### src/rtl/pifo_reg_ctrl.sv
// Client-side sequencer for one pifo_reg: arbitrates enqueue inserts against
// dequeue removes, presents the min-rank entry as a registered stream and reports drops.
module pifo_reg_ctrl #(
  parameter int L2_REG_WIDTH = 4,
  parameter int RANK_WIDTH   = 16,
  parameter int META_WIDTH   = 12,
  parameter int CNT_WIDTH    = 32
) (
  input  logic                    clk,
  input  logic                    rst,
  input  logic                    enq_valid,
  output logic                    enq_ready,
  input  logic [RANK_WIDTH-1:0]   enq_rank,
  input  logic [META_WIDTH-1:0]   enq_meta,
  output logic                    deq_valid,
  input  logic                    deq_ready,
  output logic [RANK_WIDTH-1:0]   deq_rank,
  output logic [META_WIDTH-1:0]   deq_meta,
  output logic                    drop_valid,
  output logic [RANK_WIDTH-1:0]   drop_rank,
  output logic [META_WIDTH-1:0]   drop_meta,
  output logic                    pifo_insert,
  output logic [RANK_WIDTH-1:0]   pifo_rank_in,
  output logic [META_WIDTH-1:0]   pifo_meta_in,
  output logic                    pifo_remove,
  input  logic                    pifo_full,
  input  logic                    pifo_valid_out,
  input  logic [RANK_WIDTH-1:0]   pifo_rank_out,
  input  logic [META_WIDTH-1:0]   pifo_meta_out,
  input  logic                    pifo_max_valid,
  input  logic [RANK_WIDTH-1:0]   pifo_max_rank,
  input  logic [META_WIDTH-1:0]   pifo_max_meta,
  input  logic [L2_REG_WIDTH:0]   pifo_num_entries,
  output logic [CNT_WIDTH-1:0]    enq_cnt,
  output logic [CNT_WIDTH-1:0]    deq_cnt,
  output logic [CNT_WIDTH-1:0]    drop_cnt
);

  typedef enum logic [1:0] {S_ISSUE, S_WAIT1, S_WAIT2} state_t;
  typedef enum logic {RR_INSERT, RR_REMOVE} rr_t;

  state_t state;
  rr_t    rr_last;

  logic pifo_empty;
  logic full_no_max;
  logic rem_ok;
  logic ins_ok;
  logic do_ins;
  logic do_rem;
  logic deq_fire;

  // Ops are gated by rst so nothing reaches the shared pifo_reg while it resets.
  always_comb begin
    pifo_empty  = (pifo_num_entries == '0);
    full_no_max = pifo_full & ~pifo_max_valid;
    rem_ok      = ~rst & (state == S_ISSUE) & pifo_valid_out & (~deq_valid | deq_ready);
    ins_ok      = ~rst & (state == S_ISSUE) & enq_valid & (pifo_valid_out | pifo_empty)
                  & ~full_no_max;
    do_ins      = ins_ok & (~rem_ok | (rr_last == RR_REMOVE));
    do_rem      = rem_ok & ~do_ins;
    deq_fire    = deq_valid & deq_ready;
  end

  assign pifo_insert  = do_ins;
  assign pifo_remove  = do_rem;
  assign enq_ready    = do_ins;
  assign pifo_rank_in = enq_rank;
  assign pifo_meta_in = enq_meta;

  always_ff @(posedge clk) begin
    if (rst) begin
      state      <= S_ISSUE;
      rr_last    <= RR_REMOVE;
      deq_valid  <= 1'b0;
      deq_rank   <= '0;
      deq_meta   <= '0;
      drop_valid <= 1'b0;
      drop_rank  <= '0;
      drop_meta  <= '0;
      enq_cnt    <= '0;
      deq_cnt    <= '0;
      drop_cnt   <= '0;
    end else begin
      drop_valid <= 1'b0;

      // Two idle cycles after every op let pifo_reg settle its min/max outputs.
      case (state)
        S_ISSUE: if (do_ins || do_rem) state <= S_WAIT1;
        S_WAIT1: state <= S_WAIT2;
        S_WAIT2: state <= S_ISSUE;
        default: state <= S_ISSUE;
      endcase

      if (do_ins) begin
        rr_last <= RR_INSERT;
        enq_cnt <= enq_cnt + CNT_WIDTH'(1);
        if (pifo_full) begin
          drop_valid <= 1'b1;
          drop_cnt   <= drop_cnt + CNT_WIDTH'(1);
          if (enq_rank < pifo_max_rank) begin
            drop_rank <= pifo_max_rank;
            drop_meta <= pifo_max_meta;
          end else begin
            drop_rank <= enq_rank;
            drop_meta <= enq_meta;
          end
        end
      end

      // A remove on the same edge as a handshake reloads the output register.
      if (do_rem) begin
        rr_last   <= RR_REMOVE;
        deq_valid <= 1'b1;
        deq_rank  <= pifo_rank_out;
        deq_meta  <= pifo_meta_out;
      end else if (deq_fire) begin
        deq_valid <= 1'b0;
      end

      if (deq_fire) deq_cnt <= deq_cnt + CNT_WIDTH'(1);
    end
  end

endmodule

### config.mk
export PLATFORM = sky130hd
export DESIGN_NAME = pifo_reg_ctrl
export DESIGN_NICKNAME = d
export VERILOG_FILES = /design/src/rtl/pifo_reg_ctrl.sv
export SDC_FILE = /design/constraint.sdc
export NUM_CORES = 1
export LEC_CHECK = 0
export CAP_MARGIN = 40
export CORE_MARGIN = 8
export CORE_UTILIZATION = 40
export CTS_BUF_LIST = sky130_fd_sc_hd__clkbuf_4 sky130_fd_sc_hd__clkbuf_8
export DETAILED_ROUTE_END_ITERATION = 6
export PLACE_DENSITY = 0.85
export SYNTH_ARGS = -nofsm -noshare
export SYNTH_HDL_FRONTEND = slang
export SYNTH_SLANG_ARGS = --single-unit
### constraint.sdc
create_clock -name clk -period 3.55 [get_ports clk]
set_clock_uncertainty 0.05 [all_clocks]
set_input_delay 0.71 -clock clk [delete_from_list [all_inputs] [get_ports clk]]
set_output_delay 0.71 -clock clk [all_outputs]
set_load 0.02 [all_outputs]
==> impl_metrics.tcl, run 1 <==
set metrics [dict create \
    critPathTopFamily "buffers and inverters" \
    yosys.area.top_type_share_pct 41.6 \
    post-place-cells 1324 \
    clkLatencyLatePin_ns 0.46 \
    crit_path_frequent_cell "clkdlybuf4s50_1" \
    maxCapViolations 0 \
    min_period_ns 3.37 \
    hold_path.class "reg2reg" \
    synth_top_flop_cell "dfxtp_1" \
    cp_cell_sequence "clkdlybuf4s50_1 -> nor4b_4 -> o21ai_2 -> nor3_2 -> buf_4 -> clkdlybuf4s50_1" \
    layout_commonest_cell "clkdlybuf4s50_1" \
    worstHoldEndpoint "deq_rank[12]" \
    synthTopCellsByArea "dfxtp_1 42%, nor2_1 6.1%, xnor2_1 4.8%, xor2_1 4.6%, o221a_2 4.2%" \
    first_iter_violations 398 \
    floorplan.die_area_um2 23500 \
    detail_route.drc_violations 0 \
    io_pins 281 \
    die_h_um 153 \
    drive_gt1_share_pct 10.4 \
    grt_antenna_before_repair 0 \
    fin_util_pct 58.3 \
    clock.fmax_ghz 0.297 \
    final.period_utilization_pct 95.0 \
    finish.net_count 1223 \
    reg2reg_depth 6 \
    drtPass1Iterations 5 \
    first_pass_grt_wire_length_mm 37.3 \
    syn_inst 859 \
    ctsRootBufferMaster "clkbuf_8" \
    cp.arrival_ns 2.61 \
    drt_wl_total_mm 23.5 \
    synth_area_um2 7550 \
    timing.critical_path.slowest_stage_cell "clkdlybuf4s50_1" \
    timing.setup.critical_path_class "in2out" \
    place_hpwl_mm 17.8 \
    drtAntennaViolNets 0 \
    power.density_nw_per_um2 333 \
    maximum_number_of_pins_on_one_net_before_global_route_repair 67 \
    core_area_um2 18600 \
    synthArstFlopShare_pct 0 \
    synth.distinct_cells 47 \
    via_count_of_the_first_global_routing_pass 7070 \
    cts_made_buffers 17 \
    cts.sink_count 157 \
    cts_tree "yes" \
    syn2layout_area_growth_pct 43.9 \
    syn_area_per_cell_um2 8.79 \
    tightest_slew_ns 0.779 \
    via_per_inst 5.27 \
    layout_common_cells "278 x clkdlybuf4s50_1, 157 x dfxtp_1, 121 x nor2_1" \
    dr_total_vias 7143 \
    report.final.setup_viol 0 \
    p_leak_nw 3.83 \
    synth_edf_count 0 \
    placementRows 50 \
    ctsLongestPathBuffers 2 \
    clk_transition_reported_paths_ns 0.11 \
    syn_nets 973 \
    grt_use_total_pct 19.5 \
    port_buffers 280 \
    yosysWarningCount 0 \
    run_status "finished clean" \
    hold_violations 0 \
    cpPeakStageDelay_ns 0.61 \
    required_ns 2.79 \
    rsz0062_at_grt "no" \
    global_route.overflow_total 0 \
    flops_latches_synth 157 \
    r2r_start "drop_cnt[10]" \
    hold_path_startpoint "deq_rank[12]" \
    finalMaxSlewViolations 0 \
    final_routed_wire_length_divided_by_cell_count_um 17.3 \
    post-layout-total-power_w 0.00361 \
    chip_width_um 153 \
    hold_slack_ns 0.453 \
    critical_path_peak_fanout 3 \
    ctsHoldBuffers 0 \
    min_delay_path_depth 2 \
    cp.buffers_inverters 3 \
    startpoint_type "input port" \
    ir_drop_mv 0.211 \
    initial_utilization_pct 40.5 \
    gp_congestion 0.889 \
    slew_headroom_pct 47.6 \
    htree_num_levels 4 \
    synth_top_cell_by_area "dfxtp_1" \
    rrSetupSlack_ns 1.05 \
    n_antenna_cell 0 \
    endpoint_kind "output pin" \
    rr_endpoint "drop_cnt[31]" \
    instances_no_fill 1356 \
    synth_seq_area_share_pct 41.6 \
    postCtsSetupRepairBufs 0 \
]
[worst max path at each step]
stage	cells past startpoint	slack, ns	to	startpoint
floorplan	5	0.64	pifo_remove	rst
global placement	6	0.04	pifo_insert	enq_valid
detailed placement	6	-0.02	pifo_insert	enq_valid
CTS	6	0.06	pifo_insert	enq_valid
global route	6	0.05	pifo_insert	enq_valid
finish	6	0.18	pifo_insert	enq_valid
[area by class of cell]
cell class                      instances  area (µm²)
Tap cell                              234         293
Inverter                               26        97.6
Multi-Input combinational cell        604        3930
Clock inverter                         15         163
Fill cell                            1601        7770
Timing Repair Buffer                  303        3010
Clock buffer                           17         234
Sequential cell                       157        3140
[power by group]
part | internal [W] | switching, W | leakage (nW) | total, W
combinational | 0.000234 | 0.000223 | 2.36 | 0.000457
sequential | 0.00179 | 0.0000177 | 1.27 | 0.00181
clock | 0.000537 | 0.000816 | 0.200 | 0.00135
[cells in the mapped netlist, types with 3 or more instances]
cell type	n
and4_1	7
a21oi_1	44
nor3_1	11
or3_1	12
clkbuf_1	29
nand2_1	74
buf_1	3
buf_2	7
nand4_1	19
o21ai_0	41
a21o_1	3
inv_1	25
and3_1	13
dfxtp_1	157
nor2_1	122
nor2b_1	3
nor3_2	14
and2_1	5
xnor2_1	41
ha_1	18
mux2i_1	30
nor4_1	6
nand3_1	41
o221a_2	28
buf_6	3
nor4_2	6
xor2_1	40
buf_4	30
[cells by family (layout without fill, tap and decap cells)]
family | after synthesis | count (layout) | synth area share, %
AOI/OAI and AO/OA | 125 | 125 | 11.1
xor gates and xnor gates | 81 | 81 | 9.39
adders and majority gates | 18 | 18 | 2.98
buffers and inverters | 98 | 361 | 6.77
DFF | 157 | 157 | 41.6
muxes | 30 | 30 | 3.97
and+or+nand+nor | 350 | 350 | 24.2
[metrics by stage]
stage          instance area (µm²)  setup WS [ns]  setup TNS (ns)
2_1_floorplan                 7550          0.641               0
3_3_place_gp                 10400         0.0425               0
3_5_place_dp                 10500        -0.0232         -0.0444
4_1_cts                      10900         0.0621               0
5_1_grt                      10900         0.0455               0
6_report                     10900          0.179               0
[flip-flops by register name, summed over array words and instances (netlist names)]
register,count
deq_cnt,32
deq_meta,12
deq_rank,16
deq_valid,1
drop_cnt,32
drop_meta,12
drop_rank,16
drop_valid,1
enq_cnt,32
rr_last,1
state,2
[repair_timing]
item / 4_1_cts / 5_1_grt
pin swaps: 0 / 0
setup endpoints to repair: 3 / 3
hold endpoints to repair: 0 / 0
resized for setup: 1 / 3
[worst register-to-register path: cells and delay by family, from the launching register on]
family           cells  cell delay, ns
AND/OR/NAND/NOR      5            1.77
flip-flops           1            0.45
multiplexers         1            0.13
[routing by layer]
metal  vias up  share of wire, %  track usage [%]
li1       3455                 -                -
met1      3374                41             22.2
met2       296                49             33.2
met3        18               9.8             8.06
met4         0               1.1             4.67
met5         -                 0                0
Power figures use the tool's default switching activity.
==> run 2: changes to the inputs <==
GPL_TIMING_DRIVEN = 0   (was not set)
==> run 2 against run 1 <==
Worst setup slack lost 0.066 ns; cell count grew 3.9%; final area grew 2.3%; critical path type is now in2reg; routed wire length grew 3.5%; fmax shrank 1.9%; die area is the same; non-clock buffer count grew 52; flip-flop and latch count is the same; via count grew 1.6%; largest power group unchanged; critical path depth grew 4.
==> impl_metrics.tcl, run 2 (synthesized netlist as in run 1, its figures left out) <==
set metrics [dict create \
    first_pass_grt_wire_length_mm 38.5 \
    hold_violations 0 \
    tightest_slew_ns 0.837 \
    grt_use_total_pct 20.2 \
    p_leak_nw 3.97 \
    slew_headroom_pct 44.2 \
    clkPwrFrac_pct 37.7 \
    largest_registers "deq_cnt (32), drop_cnt (32), enq_cnt (32)" \
    dr_total_vias 7256 \
    min_period_ns 3.44 \
    clk_transition_reported_paths_ns 0.09 \
    drive_gt1_share_pct 11.7 \
    endpoint_kind "register" \
    drt_wl_total_mm 24.3 \
    cts.sink_count 157 \
    clkLatencyLatePin_ns 0.46 \
    post-place-cells 1374 \
    ir_drop_mv 0.227 \
    ctsLongestPathBuffers 2 \
    instances_no_fill 1409 \
    finish.net_count 1275 \
    first_iter_violations 328 \
    fin_util_pct 59.7 \
    syn2layout_area_growth_pct 47.2 \
    global_route.overflow_total 0 \
    io_pins 281 \
    initial_utilization_pct 40.5 \
    rsz0062_at_grt "no" \
    report.final.setup_viol 0 \
    cp.arrival_ns 3.78 \
    power.net_switching_w 0.00103 \
    hold_path.class "reg2reg" \
    ctsRootBufferMaster "clkbuf_8" \
    timing.setup.critical_path_class "in2reg" \
    sum_neg_setup_slack_ns 0 \
    final.period_utilization_pct 96.8 \
    maximum_number_of_pins_on_one_net_before_global_route_repair 18 \
    detail_route.drc_violations 0 \
    power.density_nw_per_um2 329 \
    core_area_um2 18600 \
    final_routed_wire_length_divided_by_cell_count_um 17.3 \
    layout_commonest_cell "clkdlybuf4s50_1" \
    maxCapViolations 0 \
    floorplan.die_area_um2 23500 \
    layout_common_cells "277 x clkdlybuf4s50_1, 157 x dfxtp_1, 121 x nor2_1" \
    place_hpwl_mm 18.9 \
    drtPass1Iterations 4 \
    gp_congestion 0.912 \
    critical_path_peak_fanout 10 \
    comb_power_share_pct 13.0 \
    run_status "finished clean" \
    drtAntennaViolNets 0 \
    chip_width_um 153 \
    grt_antenna_before_repair 2 \
    cts_made_buffers 17 \
    startpoint_type "input port" \
    finalMaxSlewViolations 0 \
    internal-power_w 0.00263 \
    clock.fmax_ghz 0.291 \
    share_seq_of_total_power_pct 49.3 \
    cts_tree "yes" \
    p_sw_share_pct 28.1 \
    via_per_inst 5.15 \
    placementRows 50 \
    required_ns 3.90 \
    port_buffers 280 \
    via_count_of_the_first_global_routing_pass 7429 \
    htree_num_levels 4 \
    die_h_um 153 \
]
==> run 2: changes by cell type in the layout (fill, tap and decap cells not counted), moves of 2 or more <==
cell / previous run / this run
buf_1: 0 / 3
buf_12: 3 / 0
buf_2: 0 / 6
buf_4: 21 / 32
buf_6: 0 / 5
clkbuf_1: 0 / 29
dlygate4sd2_1: 0 / 2
inv_6: 3 / 5
inv_8: 7 / 5
nor3_1: 11 / 9
==> run 2: final cells by class <==
class | count | area [µm²]
plain buffers | 72 | 420
inverters | 26 | 97.6
well taps | 234 | 293
repair buffers | 283 | 2830
fillers | 1605 | 7520
multi-input cells | 604 | 3930
flip-flops and latches | 157 | 3140
clock buffers | 17 | 234
clock inverters | 15 | 171
diodes | 1 | 2.50
==> run 2: per-layer routing <==
metal	vias up	GRT usage (%)	wire length [µm]
met2	280	35.3	11900
met4	2	5.83	293
met3	26	8.20	2560
met5	-	0	9
li1	3566	-	-
met1	3382	22.2	9580
==> run 2: stage by stage <==
| step | total power, W | instance area [µm²] | setup WS, ns | hold WS, ns |
|---|---|---|---|---|
| after floorplan | 0.00205 | 7550 | 0.641 | 0.392 |
| after global placement | 0.00231 | 10700 | -0.654 | 0.399 |
| after detailed placement | 0.00231 | 10700 | -0.680 | 0.410 |
| after CTS | 0.00370 | 11100 | 0.0468 | 0.429 |
| after global routing | 0.00381 | 11100 | 0.0300 | 0.457 |
| final | 0.00366 | 11100 | 0.112 | 0.419 |
==> run 2: worst paths after layout <==
path	start	end	slack, ns	cells past startpoint
setup / recovery	pifo_max_rank[10]	drop_rank[4]	0.11	10
hold / removal	drop_cnt[31]	drop_cnt[31]	0.42	1
setup reg to reg	deq_valid	drop_meta[7]	0.74	7
hold reg to reg	drop_cnt[31]	drop_cnt[31]	0.42	1
==> run 2: power groups by stage <==
stage	Clock (W)	Combinational (W)	Sequential, W
floorplan	0	0.000179	0.00187
global placement	0	0.000463	0.00184
detailed placement	0	0.000470	0.00184
CTS	0.00142	0.000477	0.00180
global route	0.00149	0.000510	0.00181
finish	0.00138	0.000476	0.00180
==> run 2: timing repair <==
item | in CTS | in global routing
endpoints found under the setup margin | 3 | 2
hold buffers | 0 | 0
buffers inserted | 2 | 0
resized for setup | 8 | 4
pin swaps | 1 | 0
==> run 2: worst max-delay path, cell delays in order <==
cell and delay, ns:
clkdlybuf4s50_1 0.51, inv_1 0.06, ha_1 0.29, nand3_1 0.16, a211o_1 0.26, or3_1 0.39
a21oi_1 0.22, nand3b_1 0.44, clkbuf_1 0.44, o221a_2 0.29
==> run 3: changes to the inputs <==
ABC_AREA = 0   (was not set)
==> results of run 3 <==
Same layout as run 2: the final DEF is identical, and so are final timing and power.
